**src/rtl/acfg_pkg.sv**
```systemverilog
// acfg_pkg: shared definitions for the Zorro II AutoConfig responder.
//   - AutoConfig register offsets, expressed as A[7:1] word indices
//   - DTACK sequencer state encoding
//   - size-code to address-mask helper used by the board decoders
package acfg_pkg;

    // Word indices (A[7:1]) of the AutoConfig registers. The byte offset
    // seen by software is twice the index (e.g. 7'h24 -> $E80048).
    localparam logic [6:0] ER_TYPE_OFS    = 7'h00;  // $00/$02
    localparam logic [6:0] ER_PRODUCT_OFS = 7'h02;  // $04/$06
    localparam logic [6:0] ER_FLAGS_OFS   = 7'h04;  // $08/$0A
    localparam logic [6:0] MFR_OFS        = 7'h08;  // $10..$16, two bytes
    localparam logic [6:0] SERIAL_OFS     = 7'h0C;  // $18..$26, four bytes
    localparam logic [6:0] BASE_HI_OFS    = 7'h24;  // $48 write: A[23:20], commits
    localparam logic [6:0] BASE_LO_OFS    = 7'h25;  // $4A write: A[19:16]
    localparam logic [6:0] SHUTUP_OFS     = 7'h26;  // $4C write: shut up board

    // A[23:16] of the AutoConfig space ($E80000).
    localparam logic [7:0] AC_SPACE = 8'hE8;

    typedef enum logic [1:0] {
        DT_IDLE = 2'd0,
        DT_WAIT = 2'd1,
        DT_ACK  = 2'd2
    } dtack_state_t;

    // Which A[23:16] bits take part in the base compare for a Zorro II size
    // code. Code 000 is 8 MB, so only A[23] distinguishes the window.
    function automatic logic [7:0] size_mask(input logic [2:0] code);
        logic [7:0] mask;
        case (code)
            3'b001:  mask = 8'hFF;  // 64 KB
            3'b010:  mask = 8'hFE;  // 128 KB
            3'b011:  mask = 8'hFC;  // 256 KB
            3'b100:  mask = 8'hF8;  // 512 KB
            3'b101:  mask = 8'hF0;  // 1 MB
            3'b110:  mask = 8'hE0;  // 2 MB
            3'b111:  mask = 8'hC0;  // 4 MB
            default: mask = 8'h80;  // 8 MB
        endcase
        return mask;
    endfunction

endpackage

```
**src/rtl/acfg_nibble_rom.sv**
```systemverilog
// acfg_nibble_rom: combinational AutoConfig register file for one selected
// board. Returns the nibble software reads at A[7:1] for board board_sel.
//   Byte n = index[6:1]; index[0] = 0 gives the high nibble, 1 the low one.
//   er_Type is presented true, every other defined byte inverted, and
//   undefined locations read as 4'hF.
// Ports:
//   board_sel  in  2  index of the board being presented (0 = first in chain)
//   index      in  7  A[7:1]
//   nibble     out 4  value for D[15:12]
// Parameter lists are packed with board 0 in the most significant byte.
module acfg_nibble_rom
    import acfg_pkg::*;
#(
    parameter int                      NUM_BOARDS   = 3,
    parameter logic [8*NUM_BOARDS-1:0] ER_TYPE      = {8'hE5, 8'hC4, 8'hC1},
    parameter logic [8*NUM_BOARDS-1:0] ER_PRODUCT   = {8'h9F, 8'h9E, 8'h9D},
    parameter logic [7:0]              ER_FLAGS     = 8'h80,
    parameter logic [15:0]             MANUFACTURER = 16'h07DB,
    parameter logic [31:0]             SERIAL       = 32'h1BEA5CC0
) (
    input  logic [1:0] board_sel,
    input  logic [6:0] index,
    output logic [3:0] nibble
);

    logic [7:0] type_b;
    logic [7:0] prod_b;
    logic [7:0] byte_v;
    logic       defined;
    logic [5:0] byte_n;
    logic [3:0] raw;

    assign byte_n = index[6:1];

    // NOTE: every signal driven in an always_comb gets a default first, so no
    // path leaves it unassigned and no latch is inferred.
    always_comb begin
        type_b = 8'h00;
        prod_b = 8'h00;
        for (int i = 0; i < NUM_BOARDS; i++) begin
            if (board_sel == 2'(i)) begin
                type_b = ER_TYPE[8*(NUM_BOARDS-1-i) +: 8];
                prod_b = ER_PRODUCT[8*(NUM_BOARDS-1-i) +: 8];
            end
        end
    end

    always_comb begin
        byte_v  = 8'hFF;
        defined = 1'b1;
        if      (byte_n == ER_TYPE_OFS[6:1])          byte_v = type_b;
        else if (byte_n == ER_PRODUCT_OFS[6:1])       byte_v = prod_b;
        else if (byte_n == ER_FLAGS_OFS[6:1])         byte_v = ER_FLAGS;
        else if (byte_n == MFR_OFS[6:1])              byte_v = MANUFACTURER[15:8];
        else if (byte_n == MFR_OFS[6:1] + 6'd1)       byte_v = MANUFACTURER[7:0];
        else if (byte_n == SERIAL_OFS[6:1])           byte_v = SERIAL[31:24];
        else if (byte_n == SERIAL_OFS[6:1] + 6'd1)    byte_v = SERIAL[23:16];
        else if (byte_n == SERIAL_OFS[6:1] + 6'd2)    byte_v = SERIAL[15:8];
        else if (byte_n == SERIAL_OFS[6:1] + 6'd3)    byte_v = SERIAL[7:0];
        else                                          defined = 1'b0;
    end

    assign raw = index[0] ? byte_v[3:0] : byte_v[7:4];

    // er_Type is the only register the Zorro II protocol reads non-inverted.
    always_comb begin
        if (!defined)
            nibble = 4'hF;
        else if (byte_n == ER_TYPE_OFS[6:1])
            nibble = raw;
        else
            nibble = ~raw;
    end

endmodule

```
**src/rtl/autoconfig_chain.sv**
```systemverilog
// autoconfig_chain: CPU_CLK-synchronous Zorro II AutoConfig responder for a
// chain of NUM_BOARDS logical boards at $E80000, plus per-board address
// decode for the chip-select logic downstream.
// Optional feature (define AUTOCONFIG_REREAD_EN): writing 4'hA to $E8007E
// clears all CONFIGURED/SHUTUP bits, even after the chain has closed, so
// diagnostic tools can re-enumerate without a reset.
// Ports:
//   CPU_CLK           in   1   clock, all state on the rising edge
//   RESET             in   1   asynchronous reset, active low
//   CPU_AS            in   1   /AS
//   UDS, LDS          in   1   /UDS, /LDS
//   RW                in   1   1 = read
//   ADDRESS           in   23  A[23:1]
//   DATA_IN           in   4   D[15:12] on writes
//   AC_DATA_OUT       out  4   registered read nibble for D[15:12]
//   AC_DATA_OE        out  1   drive enable for D[15:12]
//   AC_DTACK          out  1   /DTACK for AutoConfig cycles
//   AC_OPEN           out  1   some board is still unconfigured and not shut up
//   BOARD_BASE        out  8*N A[23:16] assigned to board i, in [8*i +: 8]
//   BOARD_CONFIGURED  out  N   base committed
//   BOARD_SHUTUP      out  N   board shut up
//   BOARD_MATCH       out  N   bus cycle hits board i's configured window
module autoconfig_chain
    import acfg_pkg::*;
#(
    parameter int                      NUM_BOARDS   = 3,
    parameter logic [8*NUM_BOARDS-1:0] ER_TYPE      = {8'hE5, 8'hC4, 8'hC1},
    parameter logic [8*NUM_BOARDS-1:0] ER_PRODUCT   = {8'h9F, 8'h9E, 8'h9D},
    parameter logic [7:0]              ER_FLAGS     = 8'h80,
    parameter logic [15:0]             MANUFACTURER = 16'h07DB,
    parameter logic [31:0]             SERIAL       = 32'h1BEA5CC0,
    parameter int                      DTACK_WAIT   = 2
) (
    input  logic                      CPU_CLK,
    input  logic                      RESET,
    input  logic                      CPU_AS,
    input  logic                      UDS,
    input  logic                      LDS,
    input  logic                      RW,
    input  logic [23:1]               ADDRESS,
    input  logic [3:0]                DATA_IN,
    output logic [3:0]                AC_DATA_OUT,
    output logic                      AC_DATA_OE,
    output logic                      AC_DTACK,
    output logic                      AC_OPEN,
    output logic [8*NUM_BOARDS-1:0]   BOARD_BASE,
    output logic [NUM_BOARDS-1:0]     BOARD_CONFIGURED,
    output logic [NUM_BOARDS-1:0]     BOARD_SHUTUP,
    output logic [NUM_BOARDS-1:0]     BOARD_MATCH
);

    if (NUM_BOARDS < 1 || NUM_BOARDS > 4) begin : g_bad_num_boards
        $error("autoconfig_chain: NUM_BOARDS must be 1..4");
    end
    if (DTACK_WAIT < 1 || DTACK_WAIT > 7) begin : g_bad_dtack_wait
        $error("autoconfig_chain: DTACK_WAIT must be 1..7");
    end

    logic [NUM_BOARDS-1:0][7:0] base_q;
    logic [NUM_BOARDS-1:0]      configured_q;
    logic [NUM_BOARDS-1:0]      shutup_q;
    logic [3:0]                 data_q;
    logic                       ds_q;
    dtack_state_t               state_q, state_d;
    logic [2:0]                 cnt_q, cnt_d;

    logic       ds;
    logic       ds_fall;
    logic [1:0] active_idx;
    logic       active_valid;
    logic       ac_range;
    logic       wr_commit;
    logic       reread_hit;
    logic       ack_start;
    logic [3:0] rom_nibble;

    // A[15:8] play no part in AutoConfig decode (registers are mirrored).
    logic unused_addr_bits;
    assign unused_addr_bits = ^ADDRESS[15:8];

    // ------------------------------------------------------------------
    // Active board: lowest index neither configured nor shut up. Scanning
    // downward lets the lowest qualifying index overwrite the others.
    // ------------------------------------------------------------------
    always_comb begin
        active_idx   = 2'd0;
        active_valid = 1'b0;
        for (int i = NUM_BOARDS - 1; i >= 0; i--) begin
            if (!configured_q[i] && !shutup_q[i]) begin
                active_idx   = 2'(i);
                active_valid = 1'b1;
            end
        end
    end

    assign AC_OPEN  = active_valid;
    assign ac_range = (ADDRESS[23:16] == AC_SPACE) && active_valid && !CPU_AS;

    // A strobe counts as asserted when either data strobe is low.
    assign ds      = UDS & LDS;
    assign ds_fall = ds_q && !ds;

    // One commit per strobe: only the falling edge of DS writes, however
    // long the CPU holds DS low.
    assign wr_commit = ds_fall && ac_range && !RW;

`ifdef AUTOCONFIG_REREAD_EN
    localparam logic [6:0] REREAD_OFS = 7'h3F;  // $7E
    localparam logic [3:0] REREAD_KEY = 4'hA;

    // Decoded without AC_OPEN so it still works once the chain has closed.
    assign reread_hit = ds_fall && !CPU_AS && !RW &&
                        (ADDRESS[23:16] == AC_SPACE) &&
                        (ADDRESS[7:1] == REREAD_OFS) &&
                        (DATA_IN == REREAD_KEY);
`else
    assign reread_hit = 1'b0;
`endif

    // ------------------------------------------------------------------
    // Read path
    // ------------------------------------------------------------------
    acfg_nibble_rom #(
        .NUM_BOARDS   (NUM_BOARDS),
        .ER_TYPE      (ER_TYPE),
        .ER_PRODUCT   (ER_PRODUCT),
        .ER_FLAGS     (ER_FLAGS),
        .MANUFACTURER (MANUFACTURER),
        .SERIAL       (SERIAL)
    ) u_rom (
        .board_sel (active_idx),
        .index     (ADDRESS[7:1]),
        .nibble    (rom_nibble)
    );

    assign AC_DATA_OUT = data_q;
    assign AC_DATA_OE  = ac_range && RW;

    // NOTE: clocked state uses non-blocking assignments so every register
    // samples the pre-edge values, regardless of statement order.
    always_ff @(posedge CPU_CLK or negedge RESET) begin
        if (!RESET) begin
            data_q <= 4'hF;
            ds_q   <= 1'b1;
        end else begin
            data_q <= rom_nibble;
            ds_q   <= ds;
        end
    end

    // ------------------------------------------------------------------
    // Configuration registers
    // ------------------------------------------------------------------
    // NOTE: the base table is a handful of flops, not a RAM, so it is reset
    // with everything else and downstream decode never sees X.
    always_ff @(posedge CPU_CLK or negedge RESET) begin
        if (!RESET) begin
            base_q       <= '0;
            configured_q <= '0;
            shutup_q     <= '0;
        end else if (reread_hit) begin
            configured_q <= '0;
            shutup_q     <= '0;
        end else if (wr_commit) begin
            case (ADDRESS[7:1])
                BASE_LO_OFS: base_q[active_idx][3:0] <= DATA_IN;
                BASE_HI_OFS: begin
                    base_q[active_idx][7:4]  <= DATA_IN;
                    configured_q[active_idx] <= 1'b1;
                end
                SHUTUP_OFS:  shutup_q[active_idx] <= 1'b1;
                default: ;
            endcase
        end
    end

    assign BOARD_BASE       = base_q;
    assign BOARD_CONFIGURED = configured_q;
    assign BOARD_SHUTUP     = shutup_q;

    // ------------------------------------------------------------------
    // /DTACK sequencer. Once started it ignores AC_OPEN, so the cycle that
    // closes the chain is still acknowledged.
    // ------------------------------------------------------------------
    assign ack_start = ds_fall && (ac_range || reread_hit);

    always_comb begin
        state_d = state_q;
        cnt_d   = cnt_q;
        case (state_q)
            DT_IDLE: begin
                if (ack_start) begin
                    state_d = DT_WAIT;
                    cnt_d   = 3'(DTACK_WAIT - 1);
                end
            end
            DT_WAIT: begin
                if (CPU_AS)
                    state_d = DT_IDLE;  // CPU abandoned the cycle
                else if (cnt_q == 3'd0)
                    state_d = DT_ACK;
                else
                    cnt_d = cnt_q - 3'd1;
            end
            DT_ACK: begin
                if (CPU_AS)
                    state_d = DT_IDLE;
            end
            default: state_d = DT_IDLE;
        endcase
    end

    always_ff @(posedge CPU_CLK or negedge RESET) begin
        if (!RESET) begin
            state_q <= DT_IDLE;
            cnt_q   <= 3'd0;
        end else begin
            state_q <= state_d;
            cnt_q   <= cnt_d;
        end
    end

    // Gated with /AS so /DTACK releases in the same cycle /AS rises.
    assign AC_DTACK = !((state_q == DT_ACK) && !CPU_AS);

    // ------------------------------------------------------------------
    // Per-board window decode for the chip-select logic
    // ------------------------------------------------------------------
    for (genvar g = 0; g < NUM_BOARDS; g++) begin : g_match
        localparam logic [7:0] MASK = size_mask(ER_TYPE[8*(NUM_BOARDS-1-g) +: 3]);
        assign BOARD_MATCH[g] = configured_q[g] && !CPU_AS &&
                                ((ADDRESS[23:16] & MASK) == (base_q[g] & MASK));
    end

endmodule

```
**config.mk**
```make
export PLATFORM = sky130hd
export DESIGN_NAME = autoconfig_chain
export DESIGN_NICKNAME = d
export VERILOG_FILES = /design/src/rtl/acfg_pkg.sv /design/src/rtl/acfg_nibble_rom.sv /design/src/rtl/autoconfig_chain.sv
export SDC_FILE = /design/constraint.sdc
export NUM_CORES = 1
export LEC_CHECK = 0
export ABC_AREA = 1
export CORE_MARGIN = 5
export CORE_UTILIZATION = 50
export CTS_BUF_LIST = sky130_fd_sc_hd__clkbuf_4 sky130_fd_sc_hd__clkbuf_8
export CTS_CLUSTER_SIZE = 40
export DETAILED_ROUTE_END_ITERATION = 10
export DONT_BUFFER_PORTS = 1
export PLACE_DENSITY = 0.79
export SLEW_MARGIN = 20
export SYNTH_ARGS = -nofsm -noshare
export SYNTH_HDL_FRONTEND = slang
export SYNTH_SLANG_ARGS = --single-unit
```
**constraint.sdc**
```tcl
create_clock -name CPU_CLK -period 1.36 [get_ports CPU_CLK]
set_input_delay 0.408 -clock CPU_CLK [delete_from_list [all_inputs] [get_ports CPU_CLK]]
set_output_delay 0.408 -clock CPU_CLK [all_outputs]
set_load 0.005 [all_outputs]
```
==> key figures, run 1 <==
Timing
  • Ratio of final minimum period to clock period: 127%
  • Max Slew Vio Count: 0
  • Endpoints failing hold: 40
  • Worst hold slack: -205 ps
  • Post-layout min period: 1720 ps
  • Slew HR: between 60% and 70%
  • Fmax: roughly 0.58 GHz
  • RSZ-0062 raised after global routing: true
  • Worst-margin pin slew: about 500 ps
  • Setup_tns: -9500 ps
  • Final setup viols: 42
  • Clock Skew: between 6 and 7 ps
  • Setup WS post-layout: -364 ps

CTS
  • Worst-path clk slew: 80 ps
  • CTS tree: built
  • Worst-Skew Late Latency: 300 ps
  • Clk sinks: 40
  • H-tree levels: 2
  • Root Buffer: clkbuf_8
  • Longest Clk Path Bufs: 2
  • Num CTS Buffers: 5

Die
  • Die Ht: between 80 and 90 um
  • Die area: 6680 um^2
  • Core Rows: 26
  • Die Wd: 81.7 um
  • Starting Density: about half
  • Number of I/O pins: 73
  • Core region area: roughly 5000 um^2

Yosys
  • Seq/Total Area, Yosys: between 30% and 40%
  • Post-synthesis instance total: between 300 and 400
  • Syn Nets: ~380
  • Yosys cell types: 34
  • Post-Syn Area: between 2000 and 3000 um^2
  • Synth Register Bits: 40
  • Mean Syn Cell Area: 7.41 um^2
  • Synth warn: 0

Place
  • DP Worst Slack: -303 ps
  • Gpl congestion: about 0.9
  • Dpl cell area: roughly 3200 um^2
  • Final HPWL DP: 5.43 mm
  • Post-Place Cells: around 480
  • IO Port Bufs: 0

Global route
  • Vias in the first global route: ~2.7k
  • Remaining global-route overflow: 0
  • Largest net degree at the start of global routing: between 40 and 50
  • GRT Total Usage: a little under a quarter
  • First-pass GRT wire length: roughly 12 mm
  • Initial antenna violation count: 0

Layout
  • # diodes: 0
  • Area taken by multi-input logic gates: 1570 um^2
  • Fin cells: 508
  • Layout cells sized above 1: a little over two fifths
  • Sequential Area: between 1000 and 1500 um^2
  • Final Net Count: ~470
  • # fillers: ~340
  • Final Instance Area: 3700 um^2
  • Synth-to-Final Area Change: 44.0%

Worst setup path
  • CP Capture Point: BOARD_MATCH[2]
  • CP Class: reg -> out
  • Reg-to-Reg End: BOARD_BASE[13]
  • R2r setup slk: -310 ps
  • Beginning of the critical path: BOARD_BASE[17]
  • Critical Path Start Type: register
  • Crit. End Element: output pin
  • R2r worst-path depth: 9
  • WP data arrival: roughly 1300 ps
  • Req. time, crit path: approximately 950 ps
  • Reg2reg start: BOARD_CONFIGURED[1]
  • Crit Path Max Fanout: 2

Status
  • Failing checks: negative hold slack, negative setup slack
  • Status: finished, violations left

Power
  • Max VDD drop: between 0.2 and 0.3 mV
  • Flop pwr share: between 50% and 60%
  • Comb power frac: 8.3%
  • P_leak: roughly 1.9 nW
  • Total Power: roughly 2.2 mW
  • Switching power: 0.528 mW
  • Switch share: between 20% and 30%
  • Int Pwr: around 1.7 mW
  • Cell area power density: 599 nW/um^2
  • Clock power frac: a little under two fifths

Routing
  • Post-route ant nets: 0
  • Initial DRT Pass Iterations: 5
  • Drt drc: 0
  • Wire per inst: between 15 and 20 um
  • DR iter-0 viols: ~180
  • Vias: 2847
  • Drt total wl: 8.49 mm
  • Via density per instance: ~5.6

Run
  • Max cap viols: 0

Worst hold path
  • Hold crit path type: in -> async
registers in the layout, indices dropped and copies added (netlist names):
register / cells
BOARD_SHUTUP: 3
BOARD_BASE: 24
AC_DATA_OUT: 4
BOARD_CONFIGURED: 3
cnt_q: 3
ds_q: 1
state_q: 2
layer usage:
layer / up-vias / GRT usage [%] / share of wire [%]
met5: - / 0 / 0
met4: 0 / 8.47 / 2.8
met3: 22 / 6.36 / 8.9
met2: 152 / 40.4 / 51
met1: 1333 / 28.0 / 38
li1: 1340 / - / -
cell usage after synthesis, drive strengths merged:
master,instances,area [um^2]
ha,2,25.0
a211oi,1,7.51
nand4,28,175
nor3,1,5.00
o22ai,4,25.0
dfstp,5,131
inv,35,134
buf,8,67.6
o21a,1,7.51
xor2,4,35.0
nand2,100,395
dfrtp,35,876
nor4,2,12.5
o311ai,1,8.76
a21oi,7,35.0
xnor2,4,35.0
a221oi,1,8.76
nor2,61,274
and3,2,12.5
nand3,31,205
o21ai,13,87.6
o221ai,1,8.76
cells by family (layout without fill, tap and decap cells):
logic type | after synthesis | after routing | share of synthesized area (%)
simple gates | 225 | 226 | 42.0
buf+inv | 43 | 133 | 7.83
flops | 40 | 40 | 39.2
compound gates | 29 | 29 | 7.34
xor+xnor | 8 | 8 | 2.72
fa+ha+maj | 2 | 2 | 0.973
metrics by stage:
stage | utilization (%) | hold WS (ps)
floorplan | - | 112
detailed placement | 63.5 | 113
finish | 73.5 | -205
global route | 73.5 | -212
CTS | 69.9 | -201
global placement | 63.5 | 114
layout by cell type, fill, tap and decap left out, drive strengths merged, types with 2 or more instances in the layout:
| cell type | netlist | layout |
|---|---|---|
| xnor2 | 4 | 4 |
| o21ai | 13 | 13 |
| clkinv | 0 | 2 |
| nor2 | 61 | 62 |
| clkbuf | 0 | 6 |
| nand4 | 28 | 28 |
| a21oi | 7 | 7 |
| xor2 | 4 | 4 |
| dfrtp | 35 | 35 |
| inv | 35 | 35 |
| o22ai | 4 | 4 |
| nand3 | 31 | 31 |
| buf | 8 | 90 |
| dfstp | 5 | 5 |
| ha | 2 | 2 |
| and3 | 2 | 2 |
| nor4 | 2 | 2 |
| nand2 | 100 | 100 |
how the worst min path moves through the flow:
| stage | startpoint | end | slack, ps | cells after the start |
|---|---|---|---|---|
| 4_1_cts | RESET | BOARD_BASE[10] | -200 | 0 |
| 2_1_floorplan | RESET | BOARD_BASE[0] | 110 | 0 |
| 3_5_place_dp | RESET | BOARD_BASE[11] | 110 | 0 |
| 3_3_place_gp | RESET | BOARD_BASE[11] | 110 | 0 |
| 6_report | RESET | BOARD_BASE[4] | -200 | 0 |
| 5_1_grt | RESET | BOARD_BASE[9] | -210 | 0 |
layout make-up:
type	count	share of cell area, %
Clock buffer	6	2.23
Clock inverter	2	0.270
Inverter	35	4.36
Multi-Input combinational cell	265	42.5
Sequential cell	40	27.2
Tap cell	70	2.36
Timing Repair Buffer	90	21.1
power groups by stage:
stage	clock, mW	sequential [mW]	combinational, mW
3_5_place_dp	0	1.23	0.168
3_3_place_gp	0	1.23	0.163
4_1_cts	0.821	1.21	0.174
2_1_floorplan	0	1.23	0.112
6_report	0.828	1.21	0.184
5_1_grt	0.883	1.21	0.200
critical path, stage by stage (launching register included):
cell and delay, ps:
dfrtp_1 410, xor2_1 160, nor4_1 190, nand3_1 140, nor2_2 120
timing repair:
action                                  4_1_cts  5_1_grt
endpoints found under the setup margin       40       49
endpoints found under the hold margin        40       40
pin swaps                                    17       17
gates cloned                                  2        1
buffers inserted                             11       12
resized for setup                            43       49
No activity file was read; power rests on OpenSTA's default activity.
==> run 2, diff against run 1 <==
- CORE_MARGIN: 5 -> 8
==> run 2 against run 1 <==
Net effect:
- the flow still finishes with violations (negative hold slack, negative setup slack)
- largest cell class unchanged
- first-iteration DRC count up 45%
- via count up 3.3%
- combinational power up 4%
- power down 0.36%
- critical path depth up 8
- clock power down 2%
- core utilization up 2.9 points
- critical path type is now reg -> reg
==> key figures, run 2 (same netlist as run 1, synthesis figures left out) <==
Status
  • Status: finished, violations left (unchanged)
  • Failing checks: negative hold slack, negative setup slack (unchanged)

Timing
  • RSZ-0062 raised after global routing: true (unchanged)
  • Final setup viols: 43 (was 42)
  • Max Slew Vio Count: 0 (unchanged)
  • Slew HR: 69.6% (was 65.8%)
  • Setup WS post-layout: -443 ps (was -364 ps)
  • Fmax: 0.555 GHz (was 0.580 GHz)
  • Worst-margin pin slew: 451 ps (was 506 ps)
  • Endpoints failing hold: 40 (unchanged)
  • Clock Skew: 5.30 ps (was 6.01 ps)
  • Ratio of final minimum period to clock period: 133% (was 127%)
  • Post-layout min period: 1800 ps (was 1720 ps)
  • Worst hold slack: -201 ps (was -205 ps)

Run
  • Max cap viols: 0 (unchanged)

Worst hold path
  • Hold crit path type: in -> async (unchanged)

Power
  • Flop pwr share: 54.6% (was 54.4%)
  • Switch share: 23.7% (was 23.8%)
  • Max VDD drop: 0.313 mV (was 0.295 mV)
  • Int Pwr: 1.69 mW (about the same)
  • Total Power: 2.21 mW (was 2.22 mW)
  • P_leak: 1.89 nW (was 1.87 nW)
  • Cell area power density: 574 nW/um^2 (was 599 nW/um^2)
  • Clock power frac: 36.8% (was 37.3%)
  • Comb power frac: 8.6% (was 8.3%)
  • Switching power: 0.524 mW (was 0.528 mW)

Global route
  • Vias in the first global route: 2731 (was 2744)
  • Largest net degree at the start of global routing: 41 (unchanged)
  • GRT Total Usage: 19.9% (was 23.5%)
  • First-pass GRT wire length: 12.3 mm (was 12.2 mm)
  • Initial antenna violation count: 0 (unchanged)
  • Remaining global-route overflow: 0 (unchanged)

Layout
  • # diodes: 0 (unchanged)
  • Final Instance Area: 3850 um^2 (was 3700 um^2)
  • Layout cells sized above 1: 44.8% (was 41.8%)
  • Utilization after layout: 76.4% (was 73.5%)
  • Most frequent cells in the layout: nand2_1, buf_4, nor2_1 (unchanged)
  • Commonest non-fill, non-tap cell in the layout: nand2_1 (unchanged)
  • Fin cells: 510 (was 508)
  • Largest register FFs: 24 (unchanged)
  • Synth-to-Final Area Change: 49.8% (was 44.0%)
  • Final Net Count: 474 (was 472)

Die
  • Number of I/O pins: 73 (unchanged)
  • Die Ht: 87.7 um (was 81.7 um)
  • Starting Density: 51.0% (unchanged)
  • Core Rows: 26 (unchanged)
  • Die area: 7700 um^2 (was 6680 um^2)
  • Core region area: 5040 um^2 (unchanged)
  • Die Wd: 87.7 um (was 81.7 um)

Routing
  • Drt total wl: 9.29 mm (was 8.49 mm)
  • DR iter-0 viols: 256 (was 177)
  • Via density per instance: 5.77 (was 5.60)
  • Post-route ant nets: 0 (unchanged)
  • Initial DRT Pass Iterations: 5 (unchanged)
  • Wire per inst: 18.2 um (was 16.7 um)
  • Drt drc: 0 (unchanged)
  • Vias: 2942 (was 2847)

Worst setup path
  • CP max stage delay: 400 ps (was 410 ps)
  • Reg2reg start: BOARD_SHUTUP[1] (was BOARD_CONFIGURED[1])
  • Top delay family on crit path: simple AND/OR/NAND/NOR gates (unchanged)
  • Req. time, crit path: 1540 ps (was 950 ps)
  • Beginning of the critical path: BOARD_SHUTUP[1] (was BOARD_BASE[17])
  • Crit path max-delay cell type: dfrtp_1 (unchanged)
  • Worst Path Buf+Inv: 5 (was 0)
  • Crit Path Max Fanout: 5 (was 2)
  • R2r worst-path depth: 12 (was 9)
  • Critical Path Start Type: register (unchanged)
  • Crit. End Element: register (was output pin)
  • Reg-to-Reg End: BOARD_BASE[16] (was BOARD_BASE[13])
  • CP Capture Point: BOARD_BASE[16] (was BOARD_MATCH[2])
  • Cell Chain, Critical Path: inv_1 > nand2_2 > nand3_2 > buf_6 > nand4_1 > nor2_4 > buf_12 > buf_12 > buf_6 > nand3_4 > nand2_1 > nand2_1 (was xor2_1 > nor4_1 > nand3_1 > nor2_2)
  • WP data arrival: 1980 ps (was 1320 ps)
  • Crit path depth: 12 (was 4)
  • R2r setup slk: -440 ps (was -310 ps)
  • CP Class: reg -> reg (was reg -> out)

CTS
  • Longest Clk Path Bufs: 2 (unchanged)
  • Clk sinks: 40 (unchanged)
  • CTS tree: built (unchanged)
  • H-tree levels: 2 (unchanged)
  • Root Buffer: clkbuf_8 (unchanged)
  • Worst-Skew Late Latency: 300 ps (about the same)
  • Num CTS Buffers: 5 (unchanged)
  • Worst-path clk slew: 80 ps (about the same)

Place
  • Final HPWL DP: 5.62 mm (was 5.43 mm)
  • DP Worst Slack: -201 ps (was -303 ps)
  • Gpl congestion: 0.905 (was 0.919)
  • Dpl cell area: 3240 um^2 (was 3200 um^2)
  • IO Port Bufs: 0 (unchanged)
  • Post-Place Cells: 481 (was 482)
==> run 2: cell types whose count changed in the layout (fill, tap and decap cells not counted), sizes merged <==
cell | previous run | this run
clkinv | 2 | 1
nor2 | 62 | 61
buf | 90 | 93
clkbuf | 6 | 7
==> run 2: power groups by stage <==
stage,Combinational (mW),Clock (mW),Sequential [mW]
after detailed placement,0.168,0,1.23
after floorplan,0.112,0,1.23
after global placement,0.161,0,1.23
after global routing,0.210,0.868,1.21
after CTS,0.171,0.812,1.21
final,0.191,0.814,1.21
==> run 2: layout make-up <==
class,instances,area (um^2)
Multi-Input combinational cell,264,1630
Fill cell,314,1190
Sequential cell,40,1010
Timing Repair Buffer,93,877
Inverter,35,159
Tap cell,70,87.6
Clock buffer,7,83.8
Clock inverter,1,5.00
==> run 2: timing repair <==
item / 4_1_cts / 5_1_grt
pin swaps: 9 / 24
gates cloned: 0 / 1
hold endpoints to repair: 40 / 40
gates resized for setup: 33 / 75
endpoints found under the setup margin: 41 / 46
buffers inserted: 9 / 14
==> run 2: how the worst min path moves through the flow <==
stage | startpoint | to | slack, ps | cells past startpoint
6_report | RESET | BOARD_SHUTUP[1] | -200 | 0
3_5_place_dp | RESET | BOARD_SHUTUP[0] | 110 | 0
2_1_floorplan | RESET | BOARD_BASE[0] | 110 | 0
3_3_place_gp | RESET | BOARD_SHUTUP[2] | 110 | 0
5_1_grt | RESET | BOARD_BASE[6] | -210 | 0
4_1_cts | RESET | BOARD_SHUTUP[2] | -200 | 0
==> run 2: per-stage QoR <==
step	setup TNS, ps	hold slack, ps
6_report	-13670	-201
5_1_grt	-16540	-209
4_1_cts	-7190	-203
3_5_place_dp	-5720	114
3_3_place_gp	-4850	114
2_1_floorplan	-1070	112
==> run 2: worst reg2reg max path: cells and delay by family (launching register included) <==
family,cells,cell delay [ps]
buffers and inverters,5,560
AND/OR/NAND/NOR,7,710
flip-flops,1,400
==> run 2: routing by layer <==
layer / wire length, um / track usage, % / vias up
met5: 0 / 0 / -
met1: 3320 / 22.7 / 1409
met3: 891 / 4.50 / 41
met2: 4760 / 34.3 / 160
li1: - / - / 1332
met4: 313 / 9.06 / 0
